--- src/rtl/isa_io_cycle_engine_if.sv ---
// rtl/isa_io_cycle_engine_if.sv - ISA riser I/O bus signals driven by the cycle engine
interface isa_io_cycle_engine_if;
    logic [15:0] isa_sa;
    logic [15:0] isa_sd_out;
    logic        isa_sd_oe;
    logic [15:0] isa_sd_in;
    logic        isa_ior_n;
    logic        isa_iow_n;
    logic        isa_aen;
    logic        isa_sbhe_n;
    logic        isa_iochrdy;

    modport master (
        output isa_sa,
        output isa_sd_out,
        output isa_sd_oe,
        input  isa_sd_in,
        output isa_ior_n,
        output isa_iow_n,
        output isa_aen,
        output isa_sbhe_n,
        input  isa_iochrdy
    );

    modport slave (
        input  isa_sa,
        input  isa_sd_out,
        input  isa_sd_oe,
        output isa_sd_in,
        input  isa_ior_n,
        input  isa_iow_n,
        input  isa_aen,
        input  isa_sbhe_n,
        output isa_iochrdy
    );
endinterface

--- src/rtl/isa_io_cycle_engine.sv ---
// rtl/isa_io_cycle_engine.sv - runs one 8/16-bit ISA I/O read or write cycle with programmable timing
module isa_io_cycle_engine #(
    parameter int SETUP_CYCLES   = 4,
    parameter int STROBE_CYCLES  = 12,
    parameter int HOLD_CYCLES    = 4,
    parameter int TIMEOUT_CYCLES = 1024
) (
    input  logic                        clk,
    input  logic                        reset,
    input  logic [15:0]                 address_in,
    input  logic [15:0]                 data_in,
    input  logic [7:0]                  control_in,
    output logic [15:0]                 data_bus_out,
    output logic [7:0]                  status_out,
    isa_io_cycle_engine_if.master       isa
);

    typedef enum logic [2:0] {
        IDLE,
        SETUP,
        STROBE,
        WAIT,
        HOLD
    } state_t;

    // The WAIT state always contributes at least one strobe cycle, so STROBE counts one fewer.
    localparam logic [15:0] SETUP_LOAD   = 16'(SETUP_CYCLES - 1);
    localparam logic [15:0] STROBE_LOAD  = 16'(STROBE_CYCLES - 2);
    localparam logic [15:0] HOLD_LOAD    = 16'(HOLD_CYCLES - 1);
    localparam logic [31:0] TIMEOUT_LAST = 32'(TIMEOUT_CYCLES - 1);

    state_t      state;
    logic [15:0] cnt;
    logic [31:0] wait_cnt;
    logic [1:0]  ctrl_prev;
    logic        wr_edge;
    logic        rd_edge;
    logic        rdy_s1;
    logic        rdy_s2;
    logic        is_read;
    logic        is_wide;
    logic        busy;
    logic        done;
    logic        timeout_flag;
    logic        unused_ctrl;

    assign unused_ctrl = &{1'b0, control_in[7:3]};
    assign status_out  = {5'b0, timeout_flag, done, busy};

    always_ff @(posedge clk) begin
        if (reset) begin
            state          <= IDLE;
            cnt            <= '0;
            wait_cnt       <= '0;
            ctrl_prev      <= '0;
            wr_edge        <= 1'b0;
            rd_edge        <= 1'b0;
            rdy_s1         <= 1'b0;
            rdy_s2         <= 1'b0;
            is_read        <= 1'b0;
            is_wide        <= 1'b0;
            busy           <= 1'b0;
            done           <= 1'b0;
            timeout_flag   <= 1'b0;
            data_bus_out   <= '0;
            isa.isa_sa     <= '0;
            isa.isa_sd_out <= '0;
            isa.isa_sd_oe  <= 1'b0;
            isa.isa_ior_n  <= 1'b1;
            isa.isa_iow_n  <= 1'b1;
            isa.isa_aen    <= 1'b1;
            isa.isa_sbhe_n <= 1'b1;
        end else begin
            ctrl_prev <= control_in[1:0];
            wr_edge   <= control_in[0] & ~ctrl_prev[0];
            rd_edge   <= control_in[1] & ~ctrl_prev[1];
            rdy_s1    <= isa.isa_iochrdy;
            rdy_s2    <= rdy_s1;

            case (state)
                IDLE: begin
                    // Simultaneous read and write edges are ambiguous and are dropped.
                    if (wr_edge ^ rd_edge) begin
                        state          <= SETUP;
                        cnt            <= SETUP_LOAD;
                        is_read        <= rd_edge;
                        is_wide        <= control_in[2];
                        busy           <= 1'b1;
                        done           <= 1'b0;
                        timeout_flag   <= 1'b0;
                        isa.isa_sa     <= address_in;
                        isa.isa_aen    <= 1'b0;
                        isa.isa_sbhe_n <= ~control_in[2];
                        if (wr_edge) begin
                            isa.isa_sd_out <= data_in;
                            isa.isa_sd_oe  <= 1'b1;
                        end
                    end
                end

                SETUP: begin
                    if (cnt == 16'd0) begin
                        state <= STROBE;
                        cnt   <= STROBE_LOAD;
                        if (is_read) begin
                            isa.isa_ior_n <= 1'b0;
                        end else begin
                            isa.isa_iow_n <= 1'b0;
                        end
                    end else begin
                        cnt <= cnt - 16'd1;
                    end
                end

                STROBE: begin
                    if (cnt == 16'd0) begin
                        state    <= WAIT;
                        wait_cnt <= '0;
                    end else begin
                        cnt <= cnt - 16'd1;
                    end
                end

                WAIT: begin
                    if (rdy_s2) begin
                        state         <= HOLD;
                        cnt           <= HOLD_LOAD;
                        isa.isa_ior_n <= 1'b1;
                        isa.isa_iow_n <= 1'b1;
                        if (is_read) begin
                            data_bus_out <= is_wide ? isa.isa_sd_in : {8'h00, isa.isa_sd_in[7:0]};
                        end
                    end else if (wait_cnt == TIMEOUT_LAST) begin
                        state         <= HOLD;
                        cnt           <= HOLD_LOAD;
                        timeout_flag  <= 1'b1;
                        isa.isa_ior_n <= 1'b1;
                        isa.isa_iow_n <= 1'b1;
                        if (is_read) begin
                            data_bus_out <= 16'hFFFF;
                        end
                    end else begin
                        wait_cnt <= wait_cnt + 32'd1;
                    end
                end

                HOLD: begin
                    if (cnt == 16'd0) begin
                        state          <= IDLE;
                        isa.isa_aen    <= 1'b1;
                        isa.isa_sd_oe  <= 1'b0;
                        isa.isa_sbhe_n <= 1'b1;
                        busy           <= 1'b0;
                        done           <= 1'b1;
                    end else begin
                        cnt <= cnt - 16'd1;
                    end
                end

                default: state <= IDLE;
            endcase
        end
    end

endmodule

--- src/flat_wrapper.sv ---
// flat-port wrapper written by rule: the top's interface ports become plain ports
module isa_io_cycle_engine_flat 
#(
    parameter int SETUP_CYCLES   = 4,
    parameter int STROBE_CYCLES  = 12,
    parameter int HOLD_CYCLES    = 4,
    parameter int TIMEOUT_CYCLES = 1024
)
  (clk, reset, address_in, data_in, control_in, data_bus_out, status_out, isa_isa_sa, isa_isa_sd_out, isa_isa_sd_oe, isa_isa_sd_in, isa_isa_ior_n, isa_isa_iow_n, isa_isa_aen, isa_isa_sbhe_n, isa_isa_iochrdy);
  isa_io_cycle_engine_if isa_i ();
  input  logic clk;
  input  logic reset;
  input  logic [15:0] address_in;
  input  logic [15:0] data_in;
  input  logic [7:0] control_in;
  output logic [15:0] data_bus_out;
  output logic [7:0] status_out;
  output wire logic [$bits(isa_i.isa_sa)-1:0] isa_isa_sa;
  output wire logic [$bits(isa_i.isa_sd_out)-1:0] isa_isa_sd_out;
  output wire logic [$bits(isa_i.isa_sd_oe)-1:0] isa_isa_sd_oe;
  input wire logic [$bits(isa_i.isa_sd_in)-1:0] isa_isa_sd_in;
  output wire logic [$bits(isa_i.isa_ior_n)-1:0] isa_isa_ior_n;
  output wire logic [$bits(isa_i.isa_iow_n)-1:0] isa_isa_iow_n;
  output wire logic [$bits(isa_i.isa_aen)-1:0] isa_isa_aen;
  output wire logic [$bits(isa_i.isa_sbhe_n)-1:0] isa_isa_sbhe_n;
  input wire logic [$bits(isa_i.isa_iochrdy)-1:0] isa_isa_iochrdy;
  assign isa_isa_sa = isa_i.isa_sa;
  assign isa_isa_sd_out = isa_i.isa_sd_out;
  assign isa_isa_sd_oe = isa_i.isa_sd_oe;
  assign isa_i.isa_sd_in = isa_isa_sd_in;
  assign isa_isa_ior_n = isa_i.isa_ior_n;
  assign isa_isa_iow_n = isa_i.isa_iow_n;
  assign isa_isa_aen = isa_i.isa_aen;
  assign isa_isa_sbhe_n = isa_i.isa_sbhe_n;
  assign isa_i.isa_iochrdy = isa_isa_iochrdy;
  isa_io_cycle_engine #(.SETUP_CYCLES(SETUP_CYCLES), .STROBE_CYCLES(STROBE_CYCLES), .HOLD_CYCLES(HOLD_CYCLES), .TIMEOUT_CYCLES(TIMEOUT_CYCLES)) u_core (.clk(clk), .reset(reset), .address_in(address_in), .data_in(data_in), .control_in(control_in), .data_bus_out(data_bus_out), .status_out(status_out), .isa(isa_i));
endmodule
--- config.mk ---
export PLATFORM = sky130hd
export DESIGN_NAME = isa_io_cycle_engine_flat
export DESIGN_NICKNAME = d
export VERILOG_FILES = /design/src/rtl/isa_io_cycle_engine_if.sv /design/src/rtl/isa_io_cycle_engine.sv /design/src/flat_wrapper.sv
export SDC_FILE = /design/constraint.sdc
export NUM_CORES = 1
export LEC_CHECK = 0
export ABC_AREA = 1
export CORE_ASPECT_RATIO = 1.4
export CORE_MARGIN = 2
export CORE_UTILIZATION = 30
export DETAILED_ROUTE_END_ITERATION = 16
export GPL_ROUTABILITY_DRIVEN = 0
export SKIP_LAST_GASP = 1
export SLEW_MARGIN = 40
export SYNTH_ARGS = -nofsm -noshare
export SYNTH_HDL_FRONTEND = slang
export SYNTH_SLANG_ARGS = --single-unit
--- constraint.sdc ---
create_clock -name clk -period 2.11 [get_ports clk]
set_input_delay 0.422 -clock clk [delete_from_list [all_inputs] [get_ports clk]]
set_output_delay 0.422 -clock clk [all_outputs]
set_load 0.02 [all_outputs]
==> impl_metrics.yaml <==
status:
  status: "finished, final reports clean"
yosys:
  ys_ff_latch: 115
  synth_largest_area_cell: "dfxtp_1"
  yosysSeqAreaShare_pct: 37.5
  syn_area_per_cell_um2: 6.25
  synthTopCellsByArea: "dfxtp_1, nand2_1, nor2_1"
  yosysTopAreaCellShare_pct: 37.5
  ys.warnings.count: 0
  synth-edff-count: 0
  yosysMostFrequentCell: "nand2_1"
  ys.flop_type: "dfxtp_1"
  async_flop_share_pct: 0
  synth_cell_types: 33
  syn-cell-area_um2: 6140
  synthCells: 982
  synthTopCellsByCount: "nand2_1, nor2_1, dfxtp_1, inv_1, nand3_1"
cells_and_area:
  diodes: 0
  final_nets: 1152
  syn2layout_area_growth_pct: 32.0
  drive_gt1_share_pct: 7.79
sta:
  rsz0062_at_grt: "false"
  slew_headroom_pct: 65.2
  setup_viol: 0
  slew_violations: 0
  hold_viol: 0
  fin_skew_ns: 0.0179
  worst_pin_slew_ns: 0.518
  timing.final.crit_share_pct: 90.5
  hold_ws_ns: 0.435
  setup_tns_ns: 0
  timing.fmax_mhz: 524
  min_period_ns: 1.91
route:
  vias: 6226
  detail_route.wl_per_cell_um: 13.4
  route.antenna.remaining_nets: 0
  drt_wl_total_mm: 18.2
  drtIter0Drc: 269
  drt_pass1_iterations: 5
  drc: 0
  viasPerCell: 4.59
worst_hold_path:
  hp-start: "u_core.rdy_s1"
  min_to: "u_core.rdy_s2"
  hold_depth: 2
  hold_class: "reg -> reg"
setup_path:
  path_cells: "inv_1 > ha_2 > nand2_2 > nor2_1 > nand2_1 > nand2_1 > nand2_1 > inv_2 > nor2_1 > o21ai_1 > nor2_1"
  start_kind: "flip-flop"
  critPathKind: "reg -> reg"
  cp-end-kind: "flip-flop"
  r2r_cells: 11
  worstPathMaxFanout: 5
  crit_slowest_cell: "dfxtp_1"
  max_stage_delay_ns: 0.33
  cp_data_required_time_ns: 2.40
  ff2ff_setup_slack_ns: 0.20
  rr_endpoint: "u_core.cnt[8]"
  crit_arrival_ns: 2.20
  rr_startpoint: "u_core.cnt[0]"
global_routing:
  grt_usage_pct: 16.9
  grt_antenna_before_repair: 0
  grt_pass1_vias: 5959
  grt_pass1_wl_mm: 29.7
  gr-total-overflow: 0
  grt_max_degree: 33
clocking:
  htreeDepth: 4
  cts.sinks: 115
  ctsRootBufferMaster: "clkbuf_16"
  cts_buffer_depth: 2
  numCtsBuffers: 17
  clkLatencyLatePin_ns: 0.42
  cts_hold_buffers: 0
  cts_tree: "yes"
  cts.reportedPaths.clkPinSlew_ns: 0.06
power:
  p_per_area_nw_per_um2: 1140
  peakVddDrop_v: 0.000670
  leakagePower_nw: 3.10
die:
  io_pins: 120
  placementRows: 61
  die-area_um2: 21600
  die_y_um: 173
  start_util_pct: 30.7
  dieWidth_um: 125
  core_area_um2: 20000
placed_design:
  dpl.hpwl_mm: 13.3
  numPortBuffers: 109
job:
  max_cap_violations: 0
layout by cell type, fill, tap and decap left out, types with 2 or more instances in the layout:
cell type / instances
dfxtp_1: 115
clkdlybuf4s50_1: 108
nor2_1: 198
or2_2: 2
buf_12: 5
nand4_1: 8
xnor2_1: 2
nor2_2: 5
nand3_1: 77
nand3b_1: 3
nand2_2: 7
clkinv_2: 3
nand2_1: 281
clkbuf_16: 17
inv_1: 77
buf_4: 15
conb_1: 5
inv_6: 5
nand2_4: 3
a21oi_1: 72
nor2_4: 3
inv_2: 7
clkinv_4: 5
o21ai_0: 53
nor3_1: 2
xor2_1: 12
metal layers:
metal	vias up	part of all wire, %	GRT usage (%)
met5	-	0	0
met3	23	2.7	2.78
met2	98	55	32.5
met1	2797	40	18.1
met4	0	2.0	6.48
li1	3308	-	-
power breakdown:
group	leakage (nW)	total, mW	internal [mW]	switching (mW)
sequential	0.934	2.65	2.44	0.211
clock	0.281	2.81	1.65	1.16
combinational	1.89	3.81	1.38	2.43
total	3.10	9.27	5.47	3.80
kinds of logic (layout without fill, tap and decap cells):
group,after synthesis,after routing,share of synthesized area [%]
xor gates and xnor gates,14,14,2.00
and+or+nand+nor,592,592,40.2
AOI/OAI and AO/OA,128,128,10.5
adders and majority gates,2,2,0.408
other,1,5,0.0611
DFF,115,115,37.5
buffers and inverters,130,248,9.29
worst max path at each step:
stage	start	to	slack [ns]
6_report	u_core.cnt[0]	u_core.cnt[8]	0.20
5_1_grt	u_core.wait_cnt[1]	u_core.cnt[7]	0.04
4_1_cts	u_core.cnt[0]	u_core.data_bus_out[13]	0.12
3_5_place_dp	u_core.cnt[0]	u_core.cnt[8]	0.14
3_3_place_gp	u_core.cnt[0]	u_core.cnt[8]	0.19
2_1_floorplan	u_core.wait_cnt[0]	u_core.cnt[10]	0.36
state kept, by name, indices dropped and copies added (netlist names), 2 cells and up:
register and flops:
u_core.wait_cnt 32, u_core.cnt 16, u_core.ctrl_prev 2, u_core.isa.isa_sd_out 16
u_core.isa.isa_sa 16, u_core.state 3, u_core.data_bus_out 16
stage by stage:
step | cells | total power, mW | instance area [µm²] | utilization (%) | worst slack (ns)
after detailed placement | 1323 | 6.49 | 7510 | 37.5 | 0.143
after global routing | 1356 | 9.94 | 8100 | 40.5 | 0.0449
after global placement | 1323 | 6.45 | 7510 | 37.5 | 0.190
after floorplan | 986 | 5.37 | 6150 | - | 0.360
final | 1356 | 9.27 | 8100 | 40.5 | 0.201
after CTS | 1355 | 9.34 | 8080 | 40.4 | 0.117
what timing repair did:
action,in CTS,in global routing
endpoints found under the setup margin,0,12
resized for setup,0,2
buffers inserted,0,1
critical path: cells and delay by family, from the launching register on:
family          cells  cell delay, ns
compound gates      1            0.13
fa+ha+maj           1            0.26
buf+inv             2            0.21
flops               1            0.33
simple gates        7            0.88
final cells by class:
class	count	area, µm²
multi-input combinational	741	3280
clock buffer	17	425
sequential	115	2300
inverter	87	330
timing repair buffer	129	1300
fill	2139	11900
clock inverter	15	146
tap	252	315
(Power assumes the default switching activity.)
